===== src/rtl/flog_front_ctrl.sv =====
// Front-end controller for the bfloat16 log2 datapath: classifies operands, resolves specials locally,
// issues normals to the log2 core with a watchdog. Optional FLOG_STATS_EN adds accept counters.
module flog_front_ctrl #(
  parameter int EXP            = 8,
  parameter int MAN            = 7,
  parameter int TIMEOUT_CYCLES = 64,
  parameter int CNT_W          = 7
) (
  input  logic                 clk,
  input  logic                 rst,
  input  logic [EXP+MAN:0]     in_data,
  input  logic                 in_valid,
  output logic                 in_ready,
  output logic [EXP+MAN:0]     out_data,
  output logic                 out_valid,
  input  logic                 out_ready,
  output logic                 err_timeout,
  output logic                 core_sign,
  output logic [EXP-1:0]       core_exponent,
  output logic [MAN-1:0]       core_fractional,
  output logic                 core_valid,
  input  logic                 core_s,
  input  logic [EXP-1:0]       core_e,
  input  logic [MAN-1:0]       core_f,
  input  logic                 core_done,
  output logic [1:0]           dbg_state
`ifdef FLOG_STATS_EN
  ,
  output logic [15:0]          stat_special,
  output logic [15:0]          stat_core
`endif
);

  // Handshakes: a transfer happens on a rising clk edge where valid && ready are both high;
  // a producer holds valid and its data stable until that edge.

  localparam int W = 1 + EXP + MAN;

  localparam logic [W-1:0] C_NEG_INF = {1'b1, {EXP{1'b1}}, {MAN{1'b0}}};
  localparam logic [W-1:0] C_POS_INF = {1'b0, {EXP{1'b1}}, {MAN{1'b0}}};
  localparam logic [W-1:0] C_QNAN    = {1'b0, {EXP{1'b1}}, 1'b1, {(MAN-1){1'b0}}};
  localparam logic [W-1:0] C_ONE     = {1'b0, 1'b0, {(EXP-1){1'b1}}, {MAN{1'b0}}};
  localparam logic [W-1:0] C_ZERO    = '0;

  localparam logic [CNT_W-1:0] WD_LAST = CNT_W'(TIMEOUT_CYCLES - 1);

  typedef enum logic [1:0] {
    S_IDLE  = 2'd0,
    S_ISSUE = 2'd1,
    S_WAIT  = 2'd2,
    S_OUT   = 2'd3
  } state_t;

  state_t             r_state;
  logic [W-1:0]       r_out_data;
  logic               r_out_valid;
  logic               r_err_timeout;
  logic               r_core_sign;
  logic [EXP-1:0]     r_core_exponent;
  logic [MAN-1:0]     r_core_fractional;
  logic               r_core_valid;
  logic [CNT_W-1:0]   r_wd;

  logic               w_sign;
  logic [EXP-1:0]     w_exp;
  logic [MAN-1:0]     w_frac;
  logic               w_special;
  logic [W-1:0]       w_special_res;
  logic               w_in_ready;
  logic               w_accept;

  assign w_sign = in_data[W-1];
  assign w_exp  = in_data[EXP+MAN-1:MAN];
  assign w_frac = in_data[MAN-1:0];

  // Order matters: zero/denormal first so -0 gives -inf, NaN before sign so -NaN stays NaN.
  always_comb begin
    w_special     = 1'b1;
    w_special_res = C_ZERO;
    if (w_exp == '0) begin
      w_special_res = C_NEG_INF;
    end else if ((w_exp == {EXP{1'b1}}) && (w_frac != '0)) begin
      w_special_res = C_QNAN;
    end else if (w_sign) begin
      w_special_res = C_QNAN;
    end else if (w_exp == {EXP{1'b1}}) begin
      w_special_res = C_POS_INF;
    end else if (in_data == C_ONE) begin
      w_special_res = C_ZERO;
    end else begin
      w_special     = 1'b0;
    end
  end

  assign w_in_ready = (r_state == S_IDLE) && !rst;
  assign w_accept   = in_valid && w_in_ready;

  always_ff @(posedge clk) begin
    if (rst) begin
      r_state           <= S_IDLE;
      r_out_data        <= '0;
      r_out_valid       <= 1'b0;
      r_err_timeout     <= 1'b0;
      r_core_sign       <= 1'b0;
      r_core_exponent   <= '0;
      r_core_fractional <= '0;
      r_core_valid      <= 1'b0;
      r_wd              <= '0;
    end else begin
      case (r_state)
        S_IDLE: begin
          if (w_accept) begin
            if (w_special) begin
              r_out_data    <= w_special_res;
              r_err_timeout <= 1'b0;
              r_out_valid   <= 1'b1;
              r_state       <= S_OUT;
            end else begin
              r_core_sign       <= w_sign;
              r_core_exponent   <= w_exp;
              r_core_fractional <= w_frac;
              r_core_valid      <= 1'b1;
              r_state           <= S_ISSUE;
            end
          end
        end
        S_ISSUE: begin
          r_core_valid <= 1'b0;
          r_wd         <= '0;
          r_state      <= S_WAIT;
        end
        S_WAIT: begin
          r_wd <= r_wd + 1'b1;
          // A result arriving on the last watchdog cycle is still taken.
          if (core_done) begin
            r_out_data    <= {core_s, core_e, core_f};
            r_err_timeout <= 1'b0;
            r_out_valid   <= 1'b1;
            r_state       <= S_OUT;
          end else if (r_wd == WD_LAST) begin
            r_out_data    <= C_QNAN;
            r_err_timeout <= 1'b1;
            r_out_valid   <= 1'b1;
            r_state       <= S_OUT;
          end
        end
        S_OUT: begin
          if (out_ready) begin
            r_out_valid <= 1'b0;
            r_state     <= S_IDLE;
          end
        end
        default: begin
          r_state <= S_IDLE;
        end
      endcase
    end
  end

`ifdef FLOG_STATS_EN
  logic [15:0] r_stat_special;
  logic [15:0] r_stat_core;

  always_ff @(posedge clk) begin
    if (rst) begin
      r_stat_special <= '0;
      r_stat_core    <= '0;
    end else if (w_accept) begin
      if (w_special) begin
        if (r_stat_special != 16'hFFFF) r_stat_special <= r_stat_special + 16'd1;
      end else begin
        if (r_stat_core != 16'hFFFF) r_stat_core <= r_stat_core + 16'd1;
      end
    end
  end

  assign stat_special = r_stat_special;
  assign stat_core    = r_stat_core;
`endif

  assign in_ready        = w_in_ready;
  assign out_data        = r_out_data;
  assign out_valid       = r_out_valid;
  assign err_timeout     = r_err_timeout;
  assign core_sign       = r_core_sign;
  assign core_exponent   = r_core_exponent;
  assign core_fractional = r_core_fractional;
  assign core_valid      = r_core_valid;
  assign dbg_state       = r_state;

endmodule


===== config.mk =====
export PLATFORM = sky130hd
export DESIGN_NAME = flog_front_ctrl
export DESIGN_NICKNAME = d
export VERILOG_FILES = /design/src/rtl/flog_front_ctrl.sv
export SDC_FILE = /design/constraint.sdc
export NUM_CORES = 1
export LEC_CHECK = 0
export ABC_AREA = 1
export CORE_ASPECT_RATIO = 0.5
export CORE_MARGIN = 5
export CORE_UTILIZATION = 45
export DETAILED_ROUTE_END_ITERATION = 16
export PLACE_DENSITY = 0.8
export SLEW_MARGIN = 0
export SYNTH_ARGS = -nofsm -noshare
export SYNTH_HDL_FRONTEND = slang
export SYNTH_SLANG_ARGS = --single-unit

===== constraint.sdc =====
create_clock -name clk -period 1.8 [get_ports clk]
set_input_delay 0.18 -clock clk [delete_from_list [all_inputs] [get_ports clk]]
set_output_delay 0.18 -clock clk [all_outputs]
set_load 0.05 [all_outputs]

* Word level (Yosys, flattened, before mapping)
Index checks and enable logic that the tools add are counted.
** Operators by class
- Add/sub/neg operators :: 1
- Equal/unequal tests :: 11
- Multiplexer cells :: 34
- Bitwise logic cells :: 1
- Reduce and logical (&&, ||, !) cells :: 16
** Operators by type and width (count)
- 16-bit 2-to-1 mux :: 5
- 15-bit 2-to-1 mux :: 3
- 16-bit one-hot mux with 2 select lines :: 1
- 16-bit by 14-bit equality test with 1-bit output, second input constant :: 1
- 1-bit 2-to-1 mux :: 15
- 7-bit one-hot mux with 2 select lines :: 1
- 2-bit 2-to-1 mux :: 5
- 3-bit AND reduction :: 3
- 8-bit equality test, second input constant :: 1
- 8-bit zero test :: 1
- 2-bit != test, second input constant :: 4
- 2-bit one-hot mux with 4 select lines :: 1
- 7-bit by 1-bit adder with 7-bit output, second input constant :: 1
- 7-bit by 6-bit equality test with 1-bit output, second input constant :: 1
- 7-bit nonzero test :: 1
- 2-bit nonzero test :: 3
- 5-bit AND reduction :: 1
- 2-bit equality test, second input constant :: 2
- 1-bit one-hot mux with 2 select lines :: 2
- 4-bit AND reduction :: 1
- 1-bit logical AND :: 3
- 3-bit != test, second input constant :: 1
- 1-bit one-hot mux with 3 select lines :: 1
- 3-bit nonzero test :: 1
- 4 further kinds :: 4
** Word-level totals
- Register bits after elaboration :: 44
- Input bits :: 37
- Output and inout port bits :: 38
- Logic and storage cells :: 72

* Logic depth before layout (Yosys ltp)
- Word-level depth :: 9
- Depth in mapped cells :: 12
- Gate-level depth less buffers :: 11

* Worst setup path after synthesis
No wires, ideal clock.
- Path kind :: register -> register
- Start :: reg r_state[0] (netlist: dbg_state[0])
- End :: reg r_out_data[10] (netlist: out_data[10])
- Library setup time :: 113 ps
- Data arrival time :: 1888 ps
- Data required time :: 1687 ps
- Slack :: -201 ps
- Cell stages (with the launch flop) :: 12
- Path buffers :: 1
- Clock period less this slack :: 2001 ps
- Cell sequence :: dfxtp_1 > inv_1 > ha_1 > inv_1 > nor2_1 > nand2_1 > nand2_1 > inv_2 > nand3_4 > buf_4 > nor2_1 > nor2_1
** On the way
- Cells in the longest elaborated chain, start to end :: 5
- Elaborated cells on any way between the ends :: 10
- Those cells by class :: eq/ne: 4; mux: 1; reduce/logical: 5
** Ends and longest elaborated chain
- start: declaration :: line 54 : state_t r_state;
- start signal: assignment :: line 100 : r_state <= S_IDLE;
- start signal: assignment :: line 117 : r_state <= S_OUT;
- start signal: assignment :: line 123 : r_state <= S_ISSUE;
- 2-bit zero test :: line 95, 110
- 1-bit logical AND :: line 95 : assign w_in_ready = (r_state == S_IDLE) && !rst;
- 1-bit logical AND :: line 96 : assign w_accept = in_valid && w_in_ready;
- 2-bit != test (no source line)
- 4-bit AND reduction (no source line)
- end signal: assignment :: line 114 : r_out_data <= w_special_res;
- end signal: assignment :: line 136 : r_out_data <= {core_s, core_e, core_f};
- end: declaration :: line 55 : logic [W-1:0] r_out_data;
Parallel ways exist; a longest one is shown, timed or not.
A chain may end at the register's enable or synchronous reset.

* Worst setup path after layout
- Start :: reg r_state[0] (netlist: dbg_state[0])
- End :: out dbg_state[0]
** RTL lines
- end: declaration :: line 26 : output logic [1:0] dbg_state
No word-level cell between the ends.

==> results.sh <==
export IMPL_status="finished, final reports clean"
export IMPL_multi_input_area_um2=1110
export IMPL_die_w_um=108
export IMPL_via_per_inst=4.79
export IMPL_instances_no_fill=478
export IMPL_leakage_uw=0.00136
export IMPL_synth_avg_cell_area_um2=6.65
export IMPL_drc=0
export IMPL_crit_chain="clkdlybuf4s50_1"
export IMPL_finalSetupViolCount=0
export IMPL_peakVddDrop_mv=0.706
export IMPL_io_pins=75
export IMPL_nets=454
export IMPL_grt_start_max_net_pins=28
export IMPL_rows=17
export IMPL_cp_num_buf_inv=1
export IMPL_hold_class="register to register"
export IMPL_finalCriticalPeriod_ps=1700
export IMPL_synth_distinct_cells=27
export IMPL_relSlewSlack_pct=64.9
export IMPL_path_clk_slew_ps=80
export IMPL_wl_mm=5.86
export IMPL_final_cell_area_um2=3190
export IMPL_grt_total_usage_pct=18.7
export IMPL_grt_first_pass_wirelength_mm=9.54
export IMPL_antenna_found_initial=0
export IMPL_synth_fp_nets=370
export IMPL_antenna_left=0
export IMPL_die_area_um2=6410
export IMPL_synth_cells=327
export IMPL_synth_warnings=0
export IMPL_seq_area_frac_synth_pct=40.5
export IMPL_area_sequential_um2=883
export IMPL_syn2layout_area_growth_pct=46.9
export IMPL_ys_seq_elements=44
export IMPL_slew_violations=0
export IMPL_vias=2292
export IMPL_cp_top_family="buffers and inverters"
export IMPL_syn_area_um2=2170
export IMPL_fin_worst_skew_ps=2.49
export IMPL_initial_core_util_pct=48.0
export IMPL_dpl_worst_slack_ps=-75.2
export IMPL_clockBufferDepth=2
export IMPL_hpwl_mm=4.41
export IMPL_cts_tree="yes"
export IMPL_critPathArrivalTime_ps=1520
export IMPL_die_y_um=59.2
export IMPL_min_period_over_period_pct=94.3
export IMPL_clock_sinks=44
export IMPL_grt_overflow_total=0
export IMPL_dp_cells=468
export IMPL_rsz0062_at_grt="true"
export IMPL_required_ps=1620
export IMPL_fill_cells=399
export IMPL_routedWlPerCell_um=12.3
export IMPL_grt_pass1_vias=2144
export IMPL_cts_buffers=5
export IMPL_h_tree_depth=2
export IMPL_setup_ws_ps=102
export IMPL_port_buffers=74
export IMPL_clkLatencyLatePin_ps=300
export IMPL_cts_root_buffer="clkbuf_8"
export IMPL_cp_start_kind="register"
export IMPL_antenna_cells=0
export IMPL_endpoint_kind="output pin"
export IMPL_drive_gt1_share_pct=8.98
export IMPL_initialDrtViolationCount=96
export IMPL_cap_violations=0
export IMPL_powerDensity_nw_per_um2=1670
export IMPL_utilization_pct=70.5
export IMPL_first_pass_iters=4
export IMPL_core_um2=4530
export IMPL_cts_hold_buffers=0
export IMPL_timing_fmax_mhz=589
export IMPL_worstPathMaxFanout=5
export IMPL_place_area_um2=3040
export IMPL_hold_viol_final=0
export IMPL_criticalPathCategory="register to output pin"
export IMPL_crit_slowest_cell="clkdlybuf4s50_1"
export IMPL_slowest_delay_ps=830
export IMPL_worstMarginPinSlew_ps=523
export IMPL_gp_congestion=0.834
power by group:
part / switching (µW) / internal, µW / total, µW / leakage, µW
registers: 158 / 1240 / 1400 / 0.000360
logic: 2110 / 1070 / 3180 / 0.000946
clock network: 354 / 411 / 765 / 0.0000541
total: 2620 / 2730 / 5350 / 0.00136
kinds of logic (layout without fill, tap and decap cells):
group,count (synthesis),count (layout),share of synthesized area (%)
adder cells (fa/ha/maj),6,6,3.45
AND/OR/NAND/NOR,182,184,35.8
buffers and inverters,53,136,10.1
AO/OA/AOI/OAI,42,42,10.1
flip-flops,44,44,40.5
per-stage QoR:
stage | TNS [ps] | hold WS, ps | power, µW
2_1_floorplan | 0 | 323 | 3520
3_3_place_gp | 0 | 428 | 4370
3_5_place_dp | -478 | 429 | 4460
4_1_cts | 0 | 442 | 5240
5_1_grt | -34.7 | 459 | 5730
6_report | 0 | 441 | 5350
sequential cells by signal, summed over array words and instances, names as in the netlist:
signal	flops
core_exponent	8
core_fractional	7
dbg_state	2
out_valid	1
err_timeout	1
core_sign	1
r_wd	7
out_data	16
core_valid	1
cells in the final DEF, fill, tap and decap left out, types with 2 or more instances in the layout:
cell type	instances
nand2_1	100
nor2_2	3
nor3b_1	2
o21ai_0	15
o21ai_1	2
nand3_2	2
a21oi_1	21
ha_1	6
buf_4	9
dfxtp_2	2
inv_2	3
buf_12	2
nand3_1	5
nor3_1	5
clkdlybuf4s50_1	73
dfxtp_1	42
clkbuf_8	5
nor2_1	54
inv_1	40
nand4_1	6
nand3_4	4
worst paths after layout:
| path | from | end | slack [ps] | cells after the start |
|---|---|---|---|---|
| max | dbg_state[0] | dbg_state[0] | 100 | 1 |
| min | core_sign | core_sign | 440 | 2 |
| max reg2reg | dbg_state[0] | out_data[3] | 130 | 11 |
| min reg2reg | core_sign | core_sign | 440 | 2 |
cells in the mapped netlist, drive strengths merged:
cell type | count | area (µm²)
ha | 6 | 75.1
nand3 | 9 | 80.1
nand2 | 101 | 382
inv | 44 | 165
nor3 | 6 | 35.0
nand4 | 6 | 37.5
nor3b | 2 | 15.0
nor2 | 58 | 230
a31oi | 1 | 6.26
clkbuf | 4 | 15.0
a21boi | 1 | 7.51
a21oi | 21 | 105
o21ai | 17 | 85.1
dfxtp | 44 | 881
buf | 5 | 40.0
o211ai | 1 | 7.51
o21bai | 1 | 7.51
per-layer routing:
| metal | wire (µm) | global-route usage (%) | vias up |
|---|---|---|---|
| li1 | - | - | 1184 |
| met1 | 2560 | 21.6 | 1035 |
| met2 | 2920 | 34.3 | 62 |
| met5 | 0 | 0 | - |
| met4 | 93 | 6.65 | 0 |
| met3 | 295 | 4.57 | 11 |
layout make-up:
cell class	instances	share of cell area (%)
clock inverters	3	1.33
clock buffers	5	2.15
inverters	44	5.25
well taps	66	2.59
repair buffers	84	26.2
multi-input cells	232	34.8
flip-flops and latches	44	27.7
what timing repair did:
item / CTS / global route
endpoints found under the setup margin: 0 / 19
gates resized for setup: 0 / 5
buffers inserted: 0 / 0
Power figures use the tool's default switching activity.
